[config.mk]
export PLATFORM = sky130hd
export DESIGN_NAME = cpu_clk_sequencer
export DESIGN_NICKNAME = d
export VERILOG_FILES = /design/src/rtl/cpu_clk_sequencer_pkg.sv /design/src/rtl/cpu_clk_sequencer.sv
export SDC_FILE = /design/constraint.sdc
export NUM_CORES = 1
export LEC_CHECK = 0
export ABC_CLOCK_PERIOD_IN_PS = 5350
export CAP_MARGIN = 25
export CORE_MARGIN = 1
export CORE_UTILIZATION = 35
export CTS_CLUSTER_DIAMETER = 60
export DETAILED_ROUTE_END_ITERATION = 8
export PLACE_DENSITY = 0.68
export SYNTH_ARGS = -nofsm -noshare
export SYNTH_HDL_FRONTEND = slang
export SYNTH_SLANG_ARGS = --single-unit
[constraint.sdc]
create_clock -name i_clk -period 5.35 [get_ports i_clk]
set_input_delay 1.3375 -clock i_clk [delete_from_list [all_inputs] [get_ports i_clk]]
set_output_delay 1.3375 -clock i_clk [all_outputs]
set_load 0.02 [all_outputs]
[src/rtl/cpu_clk_sequencer_pkg.sv]
// State encodings for the CPU clock run/stop/step sequencer. The debug status
// register block uses them too.
package cpu_clk_sequencer_pkg;

    localparam int STATE_WIDTH = 2;

    typedef enum logic [STATE_WIDTH-1:0] {
        S_IDLE     = 2'd0,
        S_RUN      = 2'd1,
        S_STEP     = 2'd2,
        S_STOPPING = 2'd3
    } seq_state_t;

endpackage

[src/rtl/cpu_clk_sequencer.sv]
// Turns run/stop/step command pulses into clk_divider start/reset strobes and counts CPU edges.
// All outputs are registered, one cycle behind the command; there is no backpressure and commands that are not legal in the current state are dropped.
module cpu_clk_sequencer
    import cpu_clk_sequencer_pkg::*;
#(
    parameter int STEP_WIDTH = 8,
    parameter int CNT_WIDTH  = 16
) (
    input  logic                   i_clk,
    input  logic                   i_reset_n,
    input  logic                   i_run_stb,
    input  logic                   i_stop_stb,
    input  logic                   i_step_stb,
    input  logic [STEP_WIDTH-1:0]  i_step_len,
    input  logic                   i_clr_cnt_stb,
    input  logic                   i_div_clk_rose,
    output logic                   o_div_start_stb,
    output logic                   o_div_reset_stb,
    output logic [STATE_WIDTH-1:0] o_state,
    output logic                   o_busy,
    output logic                   o_step_done,
    output logic                   o_step_abort,
    output logic [CNT_WIDTH-1:0]   o_cycle_cnt
);

    localparam logic [STEP_WIDTH-1:0] REM_ONE = STEP_WIDTH'(1);
    localparam logic [CNT_WIDTH-1:0]  CNT_ONE = CNT_WIDTH'(1);

    seq_state_t            state_q, state_d;
    logic [STEP_WIDTH-1:0] rem_q, rem_d;
    logic [CNT_WIDTH-1:0]  cnt_q, cnt_d;
    logic                  start_q, start_d;
    logic                  rst_stb_q, rst_stb_d;
    logic                  done_q, done_d;
    logic                  abort_q, abort_d;

    always_ff @(posedge i_clk) begin
        if (!i_reset_n) begin
            state_q   <= S_IDLE;
            rem_q     <= '0;
            cnt_q     <= '0;
            start_q   <= 1'b0;
            rst_stb_q <= 1'b0;
            done_q    <= 1'b0;
            abort_q   <= 1'b0;
        end else begin
            state_q   <= state_d;
            rem_q     <= rem_d;
            cnt_q     <= cnt_d;
            start_q   <= start_d;
            rst_stb_q <= rst_stb_d;
            done_q    <= done_d;
            abort_q   <= abort_d;
        end
    end

    always_comb begin
        state_d   = state_q;
        rem_d     = rem_q;
        start_d   = 1'b0;
        rst_stb_d = 1'b0;
        done_d    = 1'b0;
        abort_d   = 1'b0;

        case (state_q)
            S_IDLE: begin
                if (i_run_stb) begin
                    state_d = S_RUN;
                    start_d = 1'b1;
                end else if (i_step_stb) begin
                    if (i_step_len != '0) begin
                        rem_d   = i_step_len;
                        start_d = 1'b1;
                        state_d = S_STEP;
                    end else begin
                        done_d = 1'b1;
                    end
                end
            end
            S_RUN: begin
                if (i_stop_stb) begin
                    rst_stb_d = 1'b1;
                    state_d   = S_STOPPING;
                end
            end
            S_STEP: begin
                if (i_stop_stb) begin
                    rst_stb_d = 1'b1;
                    abort_d   = 1'b1;
                    rem_d     = '0;
                    state_d   = S_STOPPING;
                end else if (i_run_stb) begin
                    // Divider is already counting, so just stop tracking the step.
                    rem_d   = '0;
                    state_d = S_RUN;
                end else if (i_div_clk_rose) begin
                    rem_d = rem_q - REM_ONE;
                    if (rem_q == REM_ONE) begin
                        rst_stb_d = 1'b1;
                        done_d    = 1'b1;
                        state_d   = S_STOPPING;
                    end
                end
            end
            S_STOPPING: begin
                // Single dead cycle keeps start and reset strobes apart.
                state_d = S_IDLE;
            end
            default: state_d = S_IDLE;
        endcase
    end

    always_comb begin
        cnt_d = cnt_q;
        if (i_clr_cnt_stb) begin
            cnt_d = '0;
        end else if (i_div_clk_rose && (state_q == S_RUN || state_q == S_STEP)) begin
            cnt_d = cnt_q + CNT_ONE;
        end
    end

    assign o_div_start_stb = start_q;
    assign o_div_reset_stb = rst_stb_q;
    assign o_state         = state_q;
    assign o_busy          = (state_q != S_IDLE);
    assign o_step_done     = done_q;
    assign o_step_abort    = abort_q;
    assign o_cycle_cnt     = cnt_q;

endmodule

==> impl_results.md <==
- Static Leak: 0.000732 uW
- Final setup fails: 0
- WP depth: 5
- Async SR Flop Fraction: 0%
- Vias in the first global route: 1494
- Core Region: 4440 um2
- Clk_skew: around 0.0047 ns
- Leading cell type in the layout, fill and taps excluded: clkdlybuf4s50_1
- Top cells by area, synth: dfxtp_1, ha_1, inv_1
- CP top delay family: simple AND/OR/NAND/NOR gates
- Failing checks: design-rule violations
- CP bufs+invs: 1
- Final Hold Fails: 0
- Share of layout cells above drive strength 1: 7.88%
- Worst IR drop on VDD: 0.318 mV
- Largest family of logic cells by synthesized area: simple AND/OR/NAND/NOR gates
- Clock transition at path regs: 0.06 ns
- Largest net degree at the start of global routing: 19
- Initial drt markers: ~130
- Post-synthesis cell type count: between 40 and 50
- Total Routing Usage GR: 17.9%
- Clock buffer depth: 2
- Hold WS: 0.493 ns
- Sequential area share after synthesis: 36.5%
- Die W: 70.6 um
- Headroom to the max-slew limit: 36.2%
- Critical path cell sequence: clkdlybuf4s50_1, nor3b_1, a221o_1, nor2_1, a31o_2
- Critical path type: input pin to flip-flop
- R2r setup slk: 2.78 ns
- Starting Density: between 30% and 40%
- Slew @ Worst Pin: between 0.9 and 1 ns
- Grt total ovfl: 0
- Commonest non-fill, non-tap cells in the layout: clkdlybuf4s50_1, dfxtp_1, inv_1
- GR Layer Usage met2: 26.6%
- Crit. End Element: flip-flop
- Hold Path Cell Cnt: 2
- Logic pwr share: between 40% and 50%
- Period utilization: between 60% and 70%
- Max_cap viols: 0
- Routed wire length: ~4000 um
- Area of the die: about 5000 um2
- Total CTS buffers: 5
- Hold wc startpoint: o_cycle_cnt[15]$_SDFFE_PP0P_
- Syn avg cell area: 8.07 um2
- Via-to-Cell Ratio: roughly 5.4
- # resized after CTS: 0
- CP max stage delay: 0.82 ns
- Cell taking the most area after synthesis: dfxtp_1
- Hpwl dp: 3040 um
- Internal Power: between 500 and 600 uW
- Top Ports: 38
- Crit start category: input pin
- Number of I/O port buffers: 37
- TritonRoute pass-1 iters: 6
- Power per cell area: a little over 400 nW/um2
- CTS tree: built
- Syn Nets: 225
- RSZ-0062 raised after global routing: false
- Final min period: roughly 3.3 ns
- Clk Latency, worst-skew pair: 0.29 ns
- Critical Path AT: 3.47 ns
- Initial antenna violation count: 0
- Syn Inst Count: 204
- Hold Path Class: flip-flop to flip-flop
- Main synth FF type: dfxtp_1
- Switch share: 39.7%
- First-pass GRT wire length: 7090 um
- Final Slew Violations: 0
- Synth Area in Compound Gates: 19.5%
- Multiplexer area fraction after synthesis: 1.90%
- R2r endpoint: rem_q[5]$_SDFFE_PN0P_
- Clk sink count: 30
- Postcts setup bufs: 0
- CP max stage cell: nor3b_1
- Area growth, synth to finish: 30.1%
- Height of the die: 70.6 um
- DR DRC count: 6
- Clock network fraction of total power: 21.3%
- Via Count: approximately 1600
- Hold Path End: o_cycle_cnt[15]$_SDFFE_PP0P_
- Seq pwr share: 34.1%
- Routed Antenna Nets: 0
- Worst EP required: 5.53 ns
- Gr busiest metal: met2
- Ys Warns: 0
- Number of inserted diodes: 0
- Clock root buffer: clkbuf_8
- Met1 Use GR: 24.5%
- Grt met3 use: under 10%
- Post-synthesis xor/xnor area fraction: 5.32%
- Reg2reg start: o_state[0]$_SDFFE_PN0P_
- Final #Nets: 261
- Synthesis-stage register bit count: 30
- Fmax: 304 MHz
- Synth Area in Adders: 4.56%
- Worst-path maximum fanout: 9
- Outcome: complete, but fails checks
- Post-synth top area share: 36.5%
- Post-synth EDFFs: 0
- H-tree depth: 2
- # hold bufs at CTS: 0
- FILL cells: 436
- Switching power: 352 uW
- FP Rows: 24
- Wirelength per Cell: 13.9 um
- Placer Congestion: approximately 0.9
- Synth Area in Simple Gates: between 20% and 30%
- Synthesized area: 1650 um2
- R2R depth: 6
- Total Negative Setup Slacks: 0 ns
metrics by stage:
step / utilization (%) / std cells / worst slack, ns / instance area, um2 / power (uW)
6_report: 48.2 / 293 / 2.07 / 2140 / 887
5_1_grt: 48.2 / 293 / 1.84 / 2140 / 948
4_1_cts: 48.2 / 293 / 2.12 / 2140 / 889
3_5_place_dp: 46.1 / 285 / 1.81 / 2050 / 697
3_3_place_gp: 46.1 / 285 / 1.88 / 2050 / 695
2_1_floorplan: - / 204 / 2.59 / 1650 / 575
worst max path at each step:
stage          startpoint               endpoint  slack, ns
5_1_grt         i_run_stb  rem_q[7]$_SDFFE_PN0P_       1.84
4_1_cts         i_run_stb  rem_q[0]$_SDFFE_PN0P_       2.12
2_1_floorplan   i_run_stb  rem_q[2]$_SDFFE_PN0P_       2.59
3_5_place_dp   i_stop_stb  rem_q[0]$_SDFFE_PN0P_       1.81
6_report       i_stop_stb  rem_q[5]$_SDFFE_PN0P_       2.07
3_3_place_gp   i_stop_stb  rem_q[2]$_SDFFE_PN0P_       1.88
per-layer routing:
| metal | share of wire [%] | up-vias |
|---|---|---|
| met5 | 0 | - |
| met4 | 2.5 | 0 |
| met3 | 5.3 | 11 |
| met2 | 44 | 42 |
| met1 | 48 | 715 |
| li1 | - | 811 |
synth_stat cells (all sizes together), types with 3 or more instances:
cell type	count
xnor2	8
a31o	5
nand2b	4
or2	4
clkbuf	7
nor2	18
nor4	5
or3	5
ha	6
nor3	9
o32ai	3
dfxtp	30
inv	19
a21oi	9
nand4	3
nand3	6
nand2	16
or4	5
a31oi	5
o21ai	10
cell families (layout without fill, tap and decap cells):
group | Yosys count | after routing
multiplexers | 3 | 3
XOR/XNOR | 10 | 10
adder cells (fa/ha/maj) | 6 | 6
flip-flops | 30 | 30
AO/OA/AOI/OAI | 47 | 47
AND/OR/NAND/NOR | 81 | 81
buffers and inverters | 27 | 64
layout make-up:
type / instances / area, um2 / area share, %
multi-input combinational: 147 / 943 / 44.0
sequential: 30 / 601 / 28.0
timing repair buffer: 37 / 370 / 17.3
clock buffer: 7 / 86.3 / 4.03
inverter: 19 / 71.3 / 3.33
tap: 52 / 65.1 / 3.04
clock inverter: 1 / 5.00 / 0.234
flip-flops by register name, indices dropped and copies added (netlist names):
signal           cells
o_cycle_cnt         16
rem_q                8
o_state              2
o_div_reset_stb      1
o_div_start_stb      1
o_step_abort         1
o_step_done          1
worst register-to-register path, stage by stage (launching register included):
cell and delay [ns]:
dfxtp_1 0.34, inv_1 0.08, ha_1 0.43, nor3b_1 0.82, a221o_1 0.37, nor2_1 0.15
a31o_2 0.27
power by group through the flow:
| stage | Combinational (uW) | Clock, uW | Sequential [uW] |
|---|---|---|---|
| after global placement | 388 | 0 | 307 |
| after detailed placement | 391 | 0 | 306 |
| after CTS | 394 | 194 | 302 |
| after floorplan | 262 | 0 | 313 |
| after global routing | 432 | 206 | 310 |
| final | 396 | 189 | 303 |
Power figures use the tool's default switching activity.
